File: src/rtl/rob_if.sv
// Reorder buffer bus: dispatch, CDB completion and commit.
// The slave side is the ROB; the master side drives it.
interface rob_if #(
  parameter int ROB_DEPTH = 16
) ();
  localparam int IDX_W = $clog2(ROB_DEPTH);

  logic             dispatch_valid;
  logic [6:0]       dispatch_opcode;
  logic [4:0]       dispatch_rd;
  logic             dispatch_ready;
  logic [IDX_W-1:0] dispatch_rob_idx;
  logic             cdb_valid;
  logic [IDX_W-1:0] cdb_rob_idx;
  logic [31:0]      cdb_data;
  logic             rob_valid;
  logic             rob_ready;
  logic [6:0]       commit_opcode;
  logic [4:0]       commit_rd;
  logic [31:0]      commit_data;
  logic             rob_pop;
  logic             flush;
  logic [IDX_W:0]   rob_count;

  modport slave (
    input  dispatch_valid,
    input  dispatch_opcode,
    input  dispatch_rd,
    output dispatch_ready,
    output dispatch_rob_idx,
    input  cdb_valid,
    input  cdb_rob_idx,
    input  cdb_data,
    output rob_valid,
    output rob_ready,
    output commit_opcode,
    output commit_rd,
    output commit_data,
    input  rob_pop,
    input  flush,
    output rob_count
  );

  modport master (
    output dispatch_valid,
    output dispatch_opcode,
    output dispatch_rd,
    input  dispatch_ready,
    input  dispatch_rob_idx,
    output cdb_valid,
    output cdb_rob_idx,
    output cdb_data,
    input  rob_valid,
    input  rob_ready,
    input  commit_opcode,
    input  commit_rd,
    input  commit_data,
    output rob_pop,
    output flush,
    input  rob_count
  );
endinterface

File: src/rtl/rob.sv
// Reorder buffer: in-order allocate and commit,
// out-of-order completion via the CDB.
module rob #(
  parameter int ROB_DEPTH = 16
) (
  input logic  clk,
  input logic  rst_n,
  rob_if.slave bus
);
  localparam int IDX_W = $clog2(ROB_DEPTH);
  localparam int PTR_W = IDX_W + 1;

  logic [PTR_W-1:0]     head_q, head_d;
  logic [PTR_W-1:0]     tail_q, tail_d;
  logic [ROB_DEPTH-1:0] occ_q;
  logic [ROB_DEPTH-1:0] done_q;
  logic [6:0]           op_q   [ROB_DEPTH];
  logic [4:0]           rd_q   [ROB_DEPTH];
  logic [31:0]          data_q [ROB_DEPTH];

  logic [IDX_W-1:0] head_idx;
  logic [IDX_W-1:0] tail_idx;
  logic             full;
  logic             do_disp;
  logic             do_cdb;
  logic             do_pop;

  assign head_idx = head_q[IDX_W-1:0];
  assign tail_idx = tail_q[IDX_W-1:0];
  assign full = (head_idx == tail_idx) &&
                (head_q[IDX_W] != tail_q[IDX_W]);

  // full comes from registers only, so a pop never frees a slot early
  assign do_disp = bus.dispatch_valid && !full && !bus.flush;
  assign do_cdb  = bus.cdb_valid && occ_q[bus.cdb_rob_idx]
                   && !bus.flush;
  assign do_pop  = bus.rob_pop && occ_q[head_idx]
                   && done_q[head_idx] && !bus.flush;

  always_comb begin
    head_d = head_q;
    tail_d = tail_q;
    if (bus.flush) begin
      head_d = '0;
      tail_d = '0;
    end else begin
      if (do_disp) tail_d = tail_q + PTR_W'(1);
      if (do_pop)  head_d = head_q + PTR_W'(1);
    end
  end

  always_ff @(posedge clk or negedge rst_n) begin
    if (!rst_n) begin
      head_q <= '0;
      tail_q <= '0;
    end else begin
      head_q <= head_d;
      tail_q <= tail_d;
    end
  end

  always_ff @(posedge clk or negedge rst_n) begin
    if (!rst_n) begin
      occ_q  <= '0;
      done_q <= '0;
      for (int i = 0; i < ROB_DEPTH; i++) begin
        op_q[i]   <= '0;
        rd_q[i]   <= '0;
        data_q[i] <= '0;
      end
    end else if (bus.flush) begin
      occ_q  <= '0;
      done_q <= '0;
    end else begin
      if (do_disp) begin
        occ_q[tail_idx]  <= 1'b1;
        done_q[tail_idx] <= 1'b0;
        op_q[tail_idx]   <= bus.dispatch_opcode;
        rd_q[tail_idx]   <= bus.dispatch_rd;
        data_q[tail_idx] <= '0;
      end
      if (do_cdb) begin
        done_q[bus.cdb_rob_idx] <= 1'b1;
        data_q[bus.cdb_rob_idx] <= bus.cdb_data;
      end
      if (do_pop) begin
        occ_q[head_idx]  <= 1'b0;
        done_q[head_idx] <= 1'b0;
      end
    end
  end

  assign bus.dispatch_ready   = !full;
  assign bus.dispatch_rob_idx = tail_idx;
  assign bus.rob_valid        = occ_q[head_idx];
  assign bus.rob_ready        = occ_q[head_idx] & done_q[head_idx];
  assign bus.commit_opcode    = op_q[head_idx];
  assign bus.commit_rd        = rd_q[head_idx];
  assign bus.commit_data      = data_q[head_idx];
  assign bus.rob_count        = tail_q - head_q;
endmodule

File: src/flat_wrapper.sv
// flat-port wrapper written by rule: the top's interface ports become plain ports
module rob_flat 
#(
  parameter int ROB_DEPTH = 16
)
  (clk, rst_n, bus_dispatch_valid, bus_dispatch_opcode, bus_dispatch_rd, bus_dispatch_ready, bus_dispatch_rob_idx, bus_cdb_valid, bus_cdb_rob_idx, bus_cdb_data, bus_rob_valid, bus_rob_ready, bus_commit_opcode, bus_commit_rd, bus_commit_data, bus_rob_pop, bus_flush, bus_rob_count);
  rob_if #(.ROB_DEPTH(ROB_DEPTH)) bus_i ();
  input logic clk;
  input logic rst_n;
  input wire logic [$bits(bus_i.dispatch_valid)-1:0] bus_dispatch_valid;
  input wire logic [$bits(bus_i.dispatch_opcode)-1:0] bus_dispatch_opcode;
  input wire logic [$bits(bus_i.dispatch_rd)-1:0] bus_dispatch_rd;
  output wire logic [$bits(bus_i.dispatch_ready)-1:0] bus_dispatch_ready;
  output wire logic [$bits(bus_i.dispatch_rob_idx)-1:0] bus_dispatch_rob_idx;
  input wire logic [$bits(bus_i.cdb_valid)-1:0] bus_cdb_valid;
  input wire logic [$bits(bus_i.cdb_rob_idx)-1:0] bus_cdb_rob_idx;
  input wire logic [$bits(bus_i.cdb_data)-1:0] bus_cdb_data;
  output wire logic [$bits(bus_i.rob_valid)-1:0] bus_rob_valid;
  output wire logic [$bits(bus_i.rob_ready)-1:0] bus_rob_ready;
  output wire logic [$bits(bus_i.commit_opcode)-1:0] bus_commit_opcode;
  output wire logic [$bits(bus_i.commit_rd)-1:0] bus_commit_rd;
  output wire logic [$bits(bus_i.commit_data)-1:0] bus_commit_data;
  input wire logic [$bits(bus_i.rob_pop)-1:0] bus_rob_pop;
  input wire logic [$bits(bus_i.flush)-1:0] bus_flush;
  output wire logic [$bits(bus_i.rob_count)-1:0] bus_rob_count;
  assign bus_i.dispatch_valid = bus_dispatch_valid;
  assign bus_i.dispatch_opcode = bus_dispatch_opcode;
  assign bus_i.dispatch_rd = bus_dispatch_rd;
  assign bus_dispatch_ready = bus_i.dispatch_ready;
  assign bus_dispatch_rob_idx = bus_i.dispatch_rob_idx;
  assign bus_i.cdb_valid = bus_cdb_valid;
  assign bus_i.cdb_rob_idx = bus_cdb_rob_idx;
  assign bus_i.cdb_data = bus_cdb_data;
  assign bus_rob_valid = bus_i.rob_valid;
  assign bus_rob_ready = bus_i.rob_ready;
  assign bus_commit_opcode = bus_i.commit_opcode;
  assign bus_commit_rd = bus_i.commit_rd;
  assign bus_commit_data = bus_i.commit_data;
  assign bus_i.rob_pop = bus_rob_pop;
  assign bus_i.flush = bus_flush;
  assign bus_rob_count = bus_i.rob_count;
  rob #(.ROB_DEPTH(ROB_DEPTH)) u_core (.clk(clk), .rst_n(rst_n), .bus(bus_i));
endmodule
File: config.mk
export PLATFORM = sky130hd
export DESIGN_NAME = rob_flat
export DESIGN_NICKNAME = d
export VERILOG_FILES = /design/src/rtl/rob_if.sv /design/src/rtl/rob.sv /design/src/flat_wrapper.sv
export SDC_FILE = /design/constraint.sdc
export NUM_CORES = 2
export LEC_CHECK = 0
export CAP_MARGIN = 20
export CORE_MARGIN = 2
export CORE_UTILIZATION = 40
export CTS_CLUSTER_DIAMETER = 150
export DETAILED_ROUTE_END_ITERATION = 10
export MAX_ROUTING_LAYER = met4
export RECOVER_POWER = 50
export SYNTH_ARGS = -nofsm -noshare
export SYNTH_HDL_FRONTEND = slang
export SYNTH_SLANG_ARGS = --single-unit
File: constraint.sdc
create_clock -name clk -period 5.7 [get_ports clk]
set_input_delay 0.57 -clock clk [delete_from_list [all_inputs] [get_ports clk]]
set_output_delay 0.57 -clock clk [all_outputs]
set_load 0.1 [all_outputs]
# After elaboration in Yosys (flattened, before gate mapping)
# Index checks and enable logic that the tools add are counted.
[totals] ff_bits=746 out_inout_bits=56
[classes] add_sub_neg=3 n_lt_le_gt_ge=11 n_eq_ne=2 muxes=49 n_bitwise=14 n_reduce_logical=18
[ops] operator="$mux 512" count=3
[ops] operator="$and 512x512->512" count=1
[ops] operator="$bwmux 512" count=1
[ops] operator="$not 512->512" count=1
[ops] operator="$demux 32 s4" count=2
[ops] operator="$mux 16" count=10
[ops] operator="$bmux 32 s4" count=1
[ops] operator="$mux 32" count=4
[ops] operator="$bwmux 112" count=1
[ops] operator="$bwmux 80" count=1
[ops] operator="$and 16x16->16" count=3
[ops] operator="$mux 5" count=7
[ops] operator="$not 16->16" count=2
[ops] operator="$or 16x16->16" count=2
[ops] operator="$bmux 7 s4" count=1
[ops] operator="$demux 7 s4" count=1
[ops] operator="$mux 7" count=3
[ops] operator="$bmux 5 s4" count=1
[ops] operator="$demux 5 s4" count=1
[ops] operator="$ge 5x5->1 const B" count=3
[ops] operator="$lt 4x5->1 const B" count=3
[ops] operator="$not 4->5" count=3
[ops] operator="$logic_and 1x1->1" count=13
[ops] operator="$bmux 1 s4" count=3
[ops] operator="other kinds (13)" count=26

# Depth between registers and ports, before layout
[depth] word_depth=14 ltp_mapped=14 ltp_nobuf=7

# Least setup slack after synthesis
# No wires, ideal clock.
[synth_path] path_kind="flip-flop to output port" start="reg u_core.head_q[1]" end="out bus_rob_count[3]" arrival_ps=3341 required_time_ps=5130 setup_slack_ps=1789 path_stages_with_launch=10 n_path_buf=4 path_cell_list="dfrtp_1 -> buf_2 -> buf_2 -> buf_2 -> buf_2 -> inv_1 -> ha_1 -> a21o_1 -> a21oi_1 -> xnor2_1"
[synth_via] elab_chain_len=1
[synth_rtl] element="start, declared" line_no="rob.sv:13" rtl="logic [PTR_W-1:0] head_q, head_d;"
[synth_rtl] element="start signal, assigned" line_no="rob.sv:54" rtl="head_q <= '0;"
[synth_rtl] element="start signal, assigned" line_no="rob.sv:57" rtl="head_q <= head_d;"
[synth_rtl] element="$sub 5x5->5" line_no="rob.sv:100" rtl="assign bus.rob_count = tail_q - head_q;"
[synth_rtl] element="end, declared" line_no="flat_wrapper.sv:25" rtl="output wire logic [$bits(bus_i.rob_count)-1:0] bus_rob_count;"
# No other way between the ends.

# Final worst setup path
[layout_path] start="reg u_core.head_q[1]" end="reg u_core.done_q[9]"
[layout_via] elab_chain_len=13 elab_cells_between_ends=26 cone_classes="2 x order compare; 1 x eq/ne; 12 x mux; 3 x bitwise; 8 x reduce/logical"
[layout_rtl] element="$eq 4x4->1" line_no="rob.sv:30" rtl="assign full = (head_idx == tail_idx) &&"
[layout_rtl] element="$logic_and 1x1->1" line_no="rob.sv:30"
[layout_rtl] element="$logic_not 1->1" line_no="rob.sv:34" rtl="assign do_disp = bus.dispatch_valid && !full && !bus.flush;"
[layout_rtl] element="$logic_and 1x1->1 (2 in a row)" line_no="rob.sv:34"
[layout_rtl] element="$mux 16" line_no="rob.sv:75" rtl="if (do_disp) begin"
[layout_rtl] element="$mux 16" line_no="rob.sv:71" rtl="end else if (bus.flush) begin"
[layout_rtl] element="$or 16x16->16 (no line)"
[layout_rtl] element="$mux 16" line_no="rob.sv:82" rtl="if (do_cdb) begin"
[layout_rtl] element="$mux 16" line_no="rob.sv:71"
[layout_rtl] element="$and 16x16->16 (no line)"
[layout_rtl] element="$mux 16 (*)" line_no="rob.sv:86" rtl="if (do_pop) begin"
[layout_rtl] element="$mux 16 (*)" line_no="rob.sv:71"
[layout_rtl] element="end signal, assigned" line_no="rob.sv:73" rtl="done_q <= '0;"
[layout_rtl] element="end signal, assigned by index" line_no="rob.sv:77" rtl="done_q[tail_idx] <= 1'b0;"
[layout_rtl] element="end signal, assigned by index" line_no="rob.sv:88" rtl="done_q[head_idx] <= 1'b0;"
[layout_rtl] element="end, declared" line_no="rob.sv:16" rtl="logic [ROB_DEPTH-1:0] done_q;"
# Every way passes the cells marked *; elsewhere a longest branch is shown, timed or not. The select of a mux whose other input is x is not followed.
# A chain may end at the register's enable or synchronous reset.

==> impl_metrics.csv <==
group,metric,value,unit
floorplanning,die_w,299,microns
worst_setup_path,path_max_fanout,38,
placed_design,pre_cts_ws,1.50,ns
power_and_ir_drop,p_leak,0.0173,uW
sta,maxSlewViolCount,514,
floorplanning,die_y,299,microns
logic_synthesis,synthSimpleGateAreaFrac,0.0961,
logic_synthesis,yosysTopAreaCell,"dfrtp_1",
sta,clock_skew,0.0442,ns
sta,min_period_over_period,0.868,
layout,regArea,18700,sq um
logic_synthesis,synthMostInstantiatedCell,"dfrtp_1",
sta,setup_viol,0,
sta,finalHoldViolCount,0,
placed_design,port-buffer-count,109,
clock_network,clock-sinks,746,
logic_synthesis,yosys-top-cells-count,"746 x dfrtp_1, 390 x nand2_1, 284 x o21ai_0, 232 x mux4_2, 199 x nand3_1",
sta,hold_ws,0.303,ns
logic_synthesis,synth_flop_cell,"dfrtp_1",
routing,wl_per_cell,26.7,microns
layout,fillCellCount,7642,
clock_network,cts_tree,"yes",
power_and_ir_drop,peakVddDrop,0.000342,V
routing,postRouteAntennaNets,0,
clock_network,cts-resized-gates,0,
logic_synthesis,syn_area_per_cell,12.3,sq um
placed_design,place.gp.congestion,0.848,
logic_synthesis,synth-compound-area-share,0.113,
clock_network,cts_hold_buffers,0,
grt,grt_max_degree,158,
logic_synthesis,ys_ff_latch,746,
floorplanning,initial_core_util,0.403,
clock_network,clk_latency,0.66,ns
logic_synthesis,synth_top_family_by_area,"multiplexers",
clock_network,h-tree-depth,3,
logic_synthesis,synth_area,34900,sq um
worst_setup_path,criticalPathCategory,"flip-flop to flip-flop",
sta,rsz0062_at_grt,"no",
routing,drc,0,
logic_synthesis,synth_fa_ha_area_frac,0.00487,
worst_setup_path,end_kind,"flip-flop",
sta,fin_crit,4.95,ns
clock_network,cts_buffers,83,
grt,grt_pass1_vias,25944,
sta,fin_setup_tns,0,ns
clock_network,clock_path_buffers,3,
logic_synthesis,synthMuxAreaShare,0.205,
routing,drt_wl_total,108,mm
logic_synthesis,yosys_warnings,0,
layout,final_layout_size_suffix_gt1_frac,0.223,
grt,track_usage,0.251,
sta,setup_ws,0.751,ns
worst_setup_path,cp-start-kind,"flip-flop",
floorplanning,io_pins,110,
layout,finish.utilization,0.460,
logic_synthesis,syn_inst,2839,
logic_synthesis,synth_top_cell_area_share,0.535,
run_status,violations,"capacitance limit, slew limit",
floorplanning,core-area,86600,sq um
run,cap_viol_max_count,6,
routing,via_per_inst,6.11,
clock_network,clock-root-buffer,"clkbuf_16",
clock_network,path_clk_slew,0.06,ns
logic_synthesis,synth.area.top_cells,"dfrtp_1 53%, mux4_2 15%, mux2_2 5.3%",
clock_network,cts_setup_buffers,0,
routing,drt_iter0_drc,2669,
sta,max_clock_freq,0.202,GHz
placed_design,place_hpwl,60.9,mm
logic_synthesis,synth_cell_type_count,61,
layout,fin_nets,2879,
floorplanning,rows,108,
routing,num_vias,24682,
logic_synthesis,ys_seq_area_frac,0.535,
logic_synthesis,async_reset_ff_frac,1.00,
layout,areaGrowthSynthToFinish,14.1,%
logic_synthesis,synthXorXnorAreaFrac,0.00222,
min_path,holdCritPathClass,"input port to flip-flop",
run_status,status,"complete, but fails checks",
logic_synthesis,synthesis.nets,2906,
power_and_ir_drop,cellPowerDensity,309,nW/um^2
worst_setup_path,cp_data_arrival_time,5.42,ns
layout,multiInputGateArea,14700,sq um
worst_setup_path,required,6.17,ns
grt,grt_pass1_wl,166,mm
sta,slew_headroom,-0.950,
grt,antenna_found_initial,8,
routing,drt-pass1-iter-count,5,
floorplanning,dieArea,89700,sq um
sta,tightest_slew,2.92,ns
grt,gr-total-overflow,0,
power_and_ir_drop,total_power,12300,uW
logic_synthesis,synth_edf_count,0,
-- critical path: stages (launching register included) --
cell	delay, ns
dfrtp_4	0.90
inv_1	0.20
ha_1	0.35
and4_1	0.25
a211oi_1	1.26
nand2_2	1.03
buf_4	0.55
nand3_1	0.13
a32oi_1	0.06
-- logic make-up after synthesis --
group,count (synthesis)
compound gates,604
buf+inv,332
flops,746
mux,403
simple gates,733
xor+xnor,8
fa+ha+maj,13
-- final cells by class --
type,instances,area share
Sequential cell,746,0.469
Tap cell,1155,0.0363
Clock buffer,107,0.0587
Inverter,52,0.00493
Clock inverter,43,0.0175
Multi-Input combinational cell,1761,0.370
Antenna cell,8,0.000503
Timing Repair Buffer,168,0.0432
-- metal layers --
layer | vias up | part of all wire | GRT usage
met3 | 247 | 0.084 | 0.0506
li1 | 10319 | - | -
met4 | 0 | 0.034 | 0.0890
met2 | 1165 | 0.48 | 0.394
met1 | 12951 | 0.40 | 0.326
met5 | - | 0 | -
-- final timing paths --
kind / from / endpoint / cells past startpoint / slack [ns]
max: u_core.head_q[1] / u_core.done_q[9] / 8 / 0.75
min: bus_flush / u_core.tail_q[0] / 2 / 0.30
max reg2reg: u_core.head_q[1] / u_core.done_q[9] / 8 / 0.75
min reg2reg: u_core.op_q[7] / u_core.op_q[7] / 2 / 0.48
max in group asynchronous: rst_n / u_core.data_q[211] / 2 / 1.25
min in group asynchronous: rst_n / u_core.data_q[103] / 1 / 0.79
-- placed cells by master (no fill, tap or decap), drive strengths merged, types with 29 or more instances in the layout --
cell type,n
nor2b,39
mux2,169
nor2,51
clkdlybuf4s50,104
buf,57
nand2,394
a22o,163
o21ai,285
o22ai,32
a21oi,48
dfrtp,746
a31oi,29
mux4,232
nand3,199
clkbuf,111
inv,54
-- state kept, by name, summed over array words and instances (netlist names) --
register       count
u_core.rd_q       80
u_core.op_q      112
u_core.tail_q      5
u_core.head_q      5
u_core.data_q    512
u_core.occ_q      16
u_core.done_q     16
-- power breakdown --
| group | leakage (uW) | internal, uW | switching, uW | total [uW] |
|---|---|---|---|---|
| Clock | 0.00147 | 3600 | 2310 | 5910 |
| Combinational | 0.00571 | 283 | 587 | 870 |
| Sequential | 0.0102 | 5450 | 84.8 | 5530 |
-- stage by stage --
step	cell area (sq um)	cells
after floorplan	34900	2839
after global placement	36800	3881
after detailed placement	36900	3882
after CTS	39900	4032
after global routing	39800	4040
final	39800	4040
Note: power is estimated with default switching activity, not from simulation.
